File: config.mk
export PLATFORM = sky130hd
export DESIGN_NAME = fetch_unit_flat
export DESIGN_NICKNAME = d
export VERILOG_FILES = /design/src/rtl/fetch_unit_pkg.sv /design/src/rtl/fetch_unit_if.sv /design/src/rtl/fetch_unit_queue.sv /design/src/rtl/fetch_unit.sv /design/src/flat_wrapper.sv
export SDC_FILE = /design/constraint.sdc
export NUM_CORES = 1
export LEC_CHECK = 0
export BUFFER_PORTS_ARGS = -buffer_cell sky130_fd_sc_hd__buf_4
export CAP_MARGIN = 30
export CELL_PAD_IN_SITES_DETAIL_PLACEMENT = 0
export CELL_PAD_IN_SITES_GLOBAL_PLACEMENT = 1
export CORE_MARGIN = 5
export CORE_UTILIZATION = 45
export CTS_CLUSTER_DIAMETER = 100
export DETAILED_ROUTE_END_ITERATION = 8
export GPL_ROUTABILITY_DRIVEN = 1
export GPL_TIMING_DRIVEN = 0
export PLACE_DENSITY_LB_ADDON = 0.1
export REMOVE_ABC_BUFFERS = 1
export SYNTH_ARGS = -nofsm -noshare
export SYNTH_HDL_FRONTEND = slang
export SYNTH_HIERARCHICAL = 1
export SYNTH_SLANG_ARGS = --single-unit
File: constraint.sdc
create_clock -name clk -period 5.5 [get_ports clk]
set_clock_uncertainty 0.05 [all_clocks]
set_input_delay 0.275 -clock clk [delete_from_list [all_inputs] [get_ports clk]]
set_output_delay 0.275 -clock clk [all_outputs]
set_load 0.1 [all_outputs]
File: src/rtl/fetch_unit_pkg.sv
// fetch_pkg: shared widths, constants and queue entry type for the fetch stage
package fetch_pkg;
  localparam int XLEN = 32;
  localparam int INST_W = 32;
  localparam logic [XLEN-1:0] RESET_PC_DEFAULT = 32'h0000_0000;
  localparam logic [INST_W-1:0] NOP = 32'h0000_0013;
  typedef struct packed {
    logic [XLEN-1:0] pc;
    logic [INST_W-1:0] inst;
  } fetch_entry_t;
  function automatic logic [XLEN-1:0] word_align(input logic [XLEN-1:0] a);
    return {a[XLEN-1:2], 2'b00};
  endfunction
endpackage

File: src/rtl/fetch_unit_if.sv
// fetch_unit_if: redirect, instruction-memory and decode handshake signals of the fetch stage
interface fetch_unit_if;
  import fetch_pkg::*;
  logic redirect_i;
  logic [XLEN-1:0] redirect_pc_i;
  logic imem_req_o;
  logic [XLEN-1:0] imem_addr_o;
  logic imem_gnt_i;
  logic imem_rvalid_i;
  logic [INST_W-1:0] imem_rdata_i;
  logic inst_valid_o;
  logic [INST_W-1:0] inst_o;
  logic [XLEN-1:0] inst_pc_o;
  logic inst_ready_i;
  modport master (
    input redirect_i, redirect_pc_i, imem_gnt_i, imem_rvalid_i, imem_rdata_i, inst_ready_i,
    output imem_req_o, imem_addr_o, inst_valid_o, inst_o, inst_pc_o
  );
  modport slave (
    output redirect_i, redirect_pc_i, imem_gnt_i, imem_rvalid_i, imem_rdata_i, inst_ready_i,
    input imem_req_o, imem_addr_o, inst_valid_o, inst_o, inst_pc_o
  );
endinterface

File: src/rtl/fetch_unit_queue.sv
// fetch_queue: synchronous FIFO of {pc, inst} entries with flush; head reads as zero when empty
module fetch_queue
  import fetch_pkg::*;
#(
  parameter int DEPTH = 4,
  localparam int AW = $clog2(DEPTH),
  localparam int CNTW = AW + 1
) (
  input  logic clk,
  input  logic rst,
  input  logic push_i,
  input  logic pop_i,
  input  logic flush_i,
  input  fetch_entry_t data_i,
  output fetch_entry_t data_o,
  output logic [CNTW-1:0] count_o,
  output logic empty_o
);
  localparam logic [CNTW-1:0] FULL = CNTW'(DEPTH);
  fetch_entry_t mem_q [DEPTH];
  logic [AW-1:0] head_q, tail_q;
  logic [CNTW-1:0] count_q;
  logic do_push, do_pop;
  assign empty_o = count_q == '0;
  assign count_o = count_q;
  assign data_o = empty_o ? '0 : mem_q[head_q];
  assign do_pop = pop_i & ~empty_o;
  assign do_push = push_i & ((count_q != FULL) | do_pop);
  // pointer/occupancy update; flush drops every entry at once
  always_ff @(posedge clk)
    if (rst || flush_i) begin
      head_q <= '0;
      tail_q <= '0;
      count_q <= '0;
    end else begin
      if (do_push) begin
        mem_q[tail_q] <= data_i;
        tail_q <= tail_q + AW'(1);
      end
      if (do_pop) head_q <= head_q + AW'(1);
      count_q <= count_q + CNTW'(do_push) - CNTW'(do_pop);
    end
endmodule

File: src/rtl/fetch_unit.sv
// fetch_unit: owns the PC, issues credit-limited in-order fetches and queues {pc, inst} for decode
module fetch_unit
  import fetch_pkg::*;
#(
  parameter logic [XLEN-1:0] RESET_PC = RESET_PC_DEFAULT,
  parameter int DEPTH = 4
) (
  input logic clk,
  input logic rst,
  fetch_unit_if.master bus
);
  localparam int AW = $clog2(DEPTH);
  localparam int CW = $clog2(2 * DEPTH + 1);
  logic [XLEN-1:0] pc_q, pc_d;
  logic [CW-1:0] out_q, out_d, drop_q, drop_d;
  logic [XLEN-1:0] spc_q [DEPTH];
  logic [AW-1:0] swr_q, srd_q;
  fetch_entry_t head;
  logic [AW:0] occ;
  logic empty, pop, gnt, take, accept;
  assign pop = bus.inst_valid_o & bus.inst_ready_i;
  assign bus.imem_addr_o = word_align(pc_q);
  assign bus.imem_req_o = !rst && !bus.redirect_i && ((out_q + CW'(occ) - CW'(pop)) < CW'(DEPTH));
  assign gnt = bus.imem_req_o & bus.imem_gnt_i;
  assign take = bus.imem_rvalid_i & (drop_q == '0);
  assign accept = take & ~bus.redirect_i;
  assign bus.inst_valid_o = !rst && !empty;
  assign bus.inst_o = head.inst;
  assign bus.inst_pc_o = head.pc;
  fetch_queue #(.DEPTH(DEPTH)) u_queue (
    .clk(clk),
    .rst(rst),
    .push_i(accept),
    .pop_i(pop),
    .flush_i(bus.redirect_i),
    .data_i('{pc: spc_q[srd_q], inst: bus.imem_rdata_i}),
    .data_o(head),
    .count_o(occ),
    .empty_o(empty)
  );
  // PCs of granted requests, retired in order as their responses are accepted
  always_ff @(posedge clk)
    if (rst || bus.redirect_i) begin
      swr_q <= '0;
      srd_q <= '0;
    end else begin
      if (gnt) begin
        spc_q[swr_q] <= bus.imem_addr_o;
        swr_q <= swr_q + AW'(1);
      end
      if (take) srd_q <= srd_q + AW'(1);
    end
  // next PC and in-flight/drop accounting; a redirect turns all in-flight requests into drops
  always_comb begin
    pc_d = bus.redirect_i ? word_align(bus.redirect_pc_i) : gnt ? pc_q + 32'd4 : pc_q;
    out_d = bus.redirect_i ? '0 : out_q + CW'(gnt) - CW'(take);
    drop_d = bus.redirect_i ? drop_q + out_q - CW'(bus.imem_rvalid_i)
                            : drop_q - CW'(bus.imem_rvalid_i & (drop_q != '0));
  end
  // state registers
  always_ff @(posedge clk)
    if (rst) begin
      pc_q <= RESET_PC;
      out_q <= '0;
      drop_q <= '0;
    end else begin
      pc_q <= pc_d;
      out_q <= out_d;
      drop_q <= drop_d;
    end
endmodule

File: src/flat_wrapper.sv
// flat-port wrapper written by rule: the top's interface ports become plain ports
module fetch_unit_flat import fetch_pkg::*;
#(
  parameter logic [XLEN-1:0] RESET_PC = RESET_PC_DEFAULT,
  parameter int DEPTH = 4
)
  (clk, rst, bus_redirect_i, bus_redirect_pc_i, bus_imem_gnt_i, bus_imem_rvalid_i, bus_imem_rdata_i, bus_inst_ready_i, bus_imem_req_o, bus_imem_addr_o, bus_inst_valid_o, bus_inst_o, bus_inst_pc_o);
  fetch_unit_if bus_i ();
  input logic clk;
  input logic rst;
  input wire logic [$bits(bus_i.redirect_i)-1:0] bus_redirect_i;
  input wire logic [$bits(bus_i.redirect_pc_i)-1:0] bus_redirect_pc_i;
  input wire logic [$bits(bus_i.imem_gnt_i)-1:0] bus_imem_gnt_i;
  input wire logic [$bits(bus_i.imem_rvalid_i)-1:0] bus_imem_rvalid_i;
  input wire logic [$bits(bus_i.imem_rdata_i)-1:0] bus_imem_rdata_i;
  input wire logic [$bits(bus_i.inst_ready_i)-1:0] bus_inst_ready_i;
  output wire logic [$bits(bus_i.imem_req_o)-1:0] bus_imem_req_o;
  output wire logic [$bits(bus_i.imem_addr_o)-1:0] bus_imem_addr_o;
  output wire logic [$bits(bus_i.inst_valid_o)-1:0] bus_inst_valid_o;
  output wire logic [$bits(bus_i.inst_o)-1:0] bus_inst_o;
  output wire logic [$bits(bus_i.inst_pc_o)-1:0] bus_inst_pc_o;
  assign bus_i.redirect_i = bus_redirect_i;
  assign bus_i.redirect_pc_i = bus_redirect_pc_i;
  assign bus_i.imem_gnt_i = bus_imem_gnt_i;
  assign bus_i.imem_rvalid_i = bus_imem_rvalid_i;
  assign bus_i.imem_rdata_i = bus_imem_rdata_i;
  assign bus_i.inst_ready_i = bus_inst_ready_i;
  assign bus_imem_req_o = bus_i.imem_req_o;
  assign bus_imem_addr_o = bus_i.imem_addr_o;
  assign bus_inst_valid_o = bus_i.inst_valid_o;
  assign bus_inst_o = bus_i.inst_o;
  assign bus_inst_pc_o = bus_i.inst_pc_o;
  fetch_unit #(.RESET_PC(RESET_PC), .DEPTH(DEPTH)) u_core (.clk(clk), .rst(rst), .bus(bus_i));
endmodule
==> results.md <==
* Reg-to-reg endpoint: u_core/out_q[2]
* Primary FF master, synth: edfxtp_1
* Initial core utilization at 0.457
* Post-synth top area share at 0.652
* Slew @ Worst Pin at 1030 ps
* Io pins at 168
* CTS tree: yes
* Largest net degree at the start of global routing at 55
* Die width at 206 µm
* Number of synthesis warnings at 6
* Yosys reg bits at 429
* Layout cells sized above 1 at 0.288
* Sum Neg Setup Slack at 0 ps
* Lkg Pwr at roughly 7.2 nW
* Register area share after synthesis at 0.714
* H-tree depth at 2
* Final Setup Violations at 0
* Sinks on Clock Net at approximately 430
* # diodes at 0
* DRT Pass-1 Iters at 5
* Inst Count DP at 1612
* Cell area after placement at 0.0193 mm²
* Reg2Reg Depth at 17
* Final setup margin at slightly below 400 ps
* Vias in the first global route at 9645
* Core Footprint at 0.0378 mm²
* Reg clk slew, reported paths at 60 ps
* EDFF count, synth at 376
* Via/cell ratio at 5.28
* Mapped Avg Cell Area at 18.1 µm²
* Netlist Area Pre-Place at 0.0173 mm²
* Global-route wire length before repair at 58000 µm
* Die area at 0.0425 mm²
* Clock Latency Late Sink at 560 ps
* Total chip power at 7.48 mW
* Post-detailed-route count of antenna-violating nets at 0
* Worst Hold Class: in -> reg
* DR WL/cell at 21.5 µm
* Startpoint types: flop
* Final cycle utilization of the critical path at 0.928
* Synth cell types at 63
* Post-synth ARST share at 0
* All-Layer GR Usage at 0.181
* Post-route non-filler standard cell count at ~1800
* Max_cap viols at 0
* CP Data Required Time at 5890 ps
* Reg2reg start: u_core/u_queue/count_o[1]
* Commonest cells after routing, fill and taps aside: edfxtp_1, buf_4, mux4_2
* Final Slew Violations at 0
* Pre-CTS setup slack at 416 ps
* RSZ-0062 raised after global routing: no
* CP Class: reg -> reg
* Clock buffer depth at 3
* Worst setup EP type: flop
* Fmax at 196 MHz
* Post-Syn Instances at 959
* Die Y at 206 µm
* Slack of the worst reg-to-reg path at 400 ps
* Final Wtd Congestion at 0.775
* HPWL Detailed at 23500 µm
* Cell depth of the worst hold path at 2
* Yosys top cell by area: edfxtp_1
* CP max FO at 22
* Pwr Density at between 300 and 400 mW/mm²
* Outcome: completed
* PortBufs at 163
* Most common cell after layout, fill and taps aside: edfxtp_1
* GRT overflow at 0
* Post-Route WL at 37700 µm
* Initial antenna violation count at 0
* Arr. time, crit path at 5490 ps
* Fin. Hold Viols at 0
* Total Nets Final at 1310
* Num CTS Buffers at 46
* Residual DRC at 0
* Rows at between 70 and 80
* Crit path time final at just over 5000 ps
* Hold path start: rst
* First-iteration detailed-routing DRC count at 488
* Area Growth Syn to Fin at 23.4%
* Total number of vias at slightly above 9000
* Peak supply drop at about 250 µV
* Slew HR at 0.314
* Root buffer cell: clkbuf_16
* # resized after CTS at 0
* Top cells by area, synth: edfxtp_1, mux4_2, dfxtp_1, nor2b_1, ha_1
* Hold endpoint: u_core/drop_q[0]
* Final instance area at 0.0214 mm²
where the power goes:
group          switching (mW)  internal [mW]  total [mW]
Sequential             0.0700           3.64        3.71
Clock                    1.21           1.70        2.90
Combinational           0.559          0.311       0.871
Total                    1.84           5.65        7.48
registers in the layout, summed over array words and instances (netlist names), named ones only:
signal	flops
u_core/out_q	4
u_core/u_queue/head_q	2
u_core/spc_q	120
u_core/u_queue/mem_q	256
u_core/srd_q	2
u_core/u_queue/count_o	3
u_core/swr_q	2
u_core/u_queue/tail_q	2
u_core/pc_q	30
u_core/drop_q	4
cells by family after synthesis:
group,after synthesis,share of synthesized area
other,1,0.000217
DFF,429,0.714
AOI/OAI and AO/OA,79,0.0335
xor gates and xnor gates,17,0.00947
adders and majority gates,31,0.0237
buffers and inverters,83,0.0231
and+or+nand+nor,222,0.0724
muxes,97,0.124
critical path, cell delays in order, from the launching register on:
cell     delay, ps
dfxtp_1        410
nor3_4         800
nor2_1         150
and2_1         270
ha_1           200
inv_1           50
ha_1           210
and3b_1        230
nor4_2         290
or2_1          680
inv_2          410
ha_1           400
inv_1           60
ha_1           160
inv_1           50
fa_1           360
xor2_1         150
nor2_1          50
timing repair:
| item | CTS | global route |
|---|---|---|
| endpoints found under the setup margin | 0 | 0 |
| buffers inserted | 0 | 0 |
| hold endpoints to repair | 156 | 0 |
| hold buffers | 60 | 0 |
worst max-delay path by stage:
stage                                   start                  end  slack (ps)  cells past startpoint
CTS                 u_core/u_queue/count_o[1]      u_core/out_q[2]         390                     17
floorplan           u_core/u_queue/count_o[1]      u_core/out_q[2]       -1250                     17
finish              u_core/u_queue/count_o[1]      u_core/out_q[2]         400                     17
global route        u_core/u_queue/count_o[1]      u_core/out_q[2]         120                     17
detailed placement  u_core/u_queue/count_o[1]      u_core/out_q[2]         420                     17
global placement    u_core/u_queue/count_o[1]  u_core/spc_q[1][27]       -3460                     10
stage by stage:
stage                     hold slack [ps]  utilization
after floorplan                       294            -
after global placement                427        0.501
after detailed placement              431        0.511
after CTS                            25.6        0.564
after global routing                 83.4        0.564
final                                55.2        0.564
synthesized netlist by cell type (3+ instances only):
cell type,number
edfxtp_1,376
mux4_2,94
nor2b_1,63
dfxtp_1,53
nand2_1,39
inv_1,35
ha_1,28
nor2_1,26
clkbuf_1,23
nand3_1,18
and2_1,13
and3_1,13
o211ai_1,12
a21oi_1,11
buf_6,9
o311ai_0,9
xor2_1,9
a31oi_1,8
nand4_1,8
o21ai_0,8
buf_2,7
nor3_1,7
or4_1,7
xnor2_1,7
or3_1,6
a32oi_1,5
a211oi_1,4
and2b_1,4
buf_1,3
buf_4,3
fa_1,3
nor4_1,3
o2111ai_1,3
o31ai_1,3
area by class of cell:
cell class / instances / area (µm²)
tap: 511 / 639
sequential: 429 / 12400
fill: 3027 / 16500
multi-input combinational: 456 / 4620
timing repair buffer: 239 / 2160
clock buffer: 62 / 1290
inverter: 37 / 139
clock inverter: 23 / 139
per-layer routing:
layer,vias up,wire (µm),GRT usage
li1,4317,-,-
met1,4701,16400,0.243
met2,195,18700,0.303
met3,60,1640,0.0312
met4,0,939,0.0568
met5,-,0,0
Power figures use the tool's default switching activity.
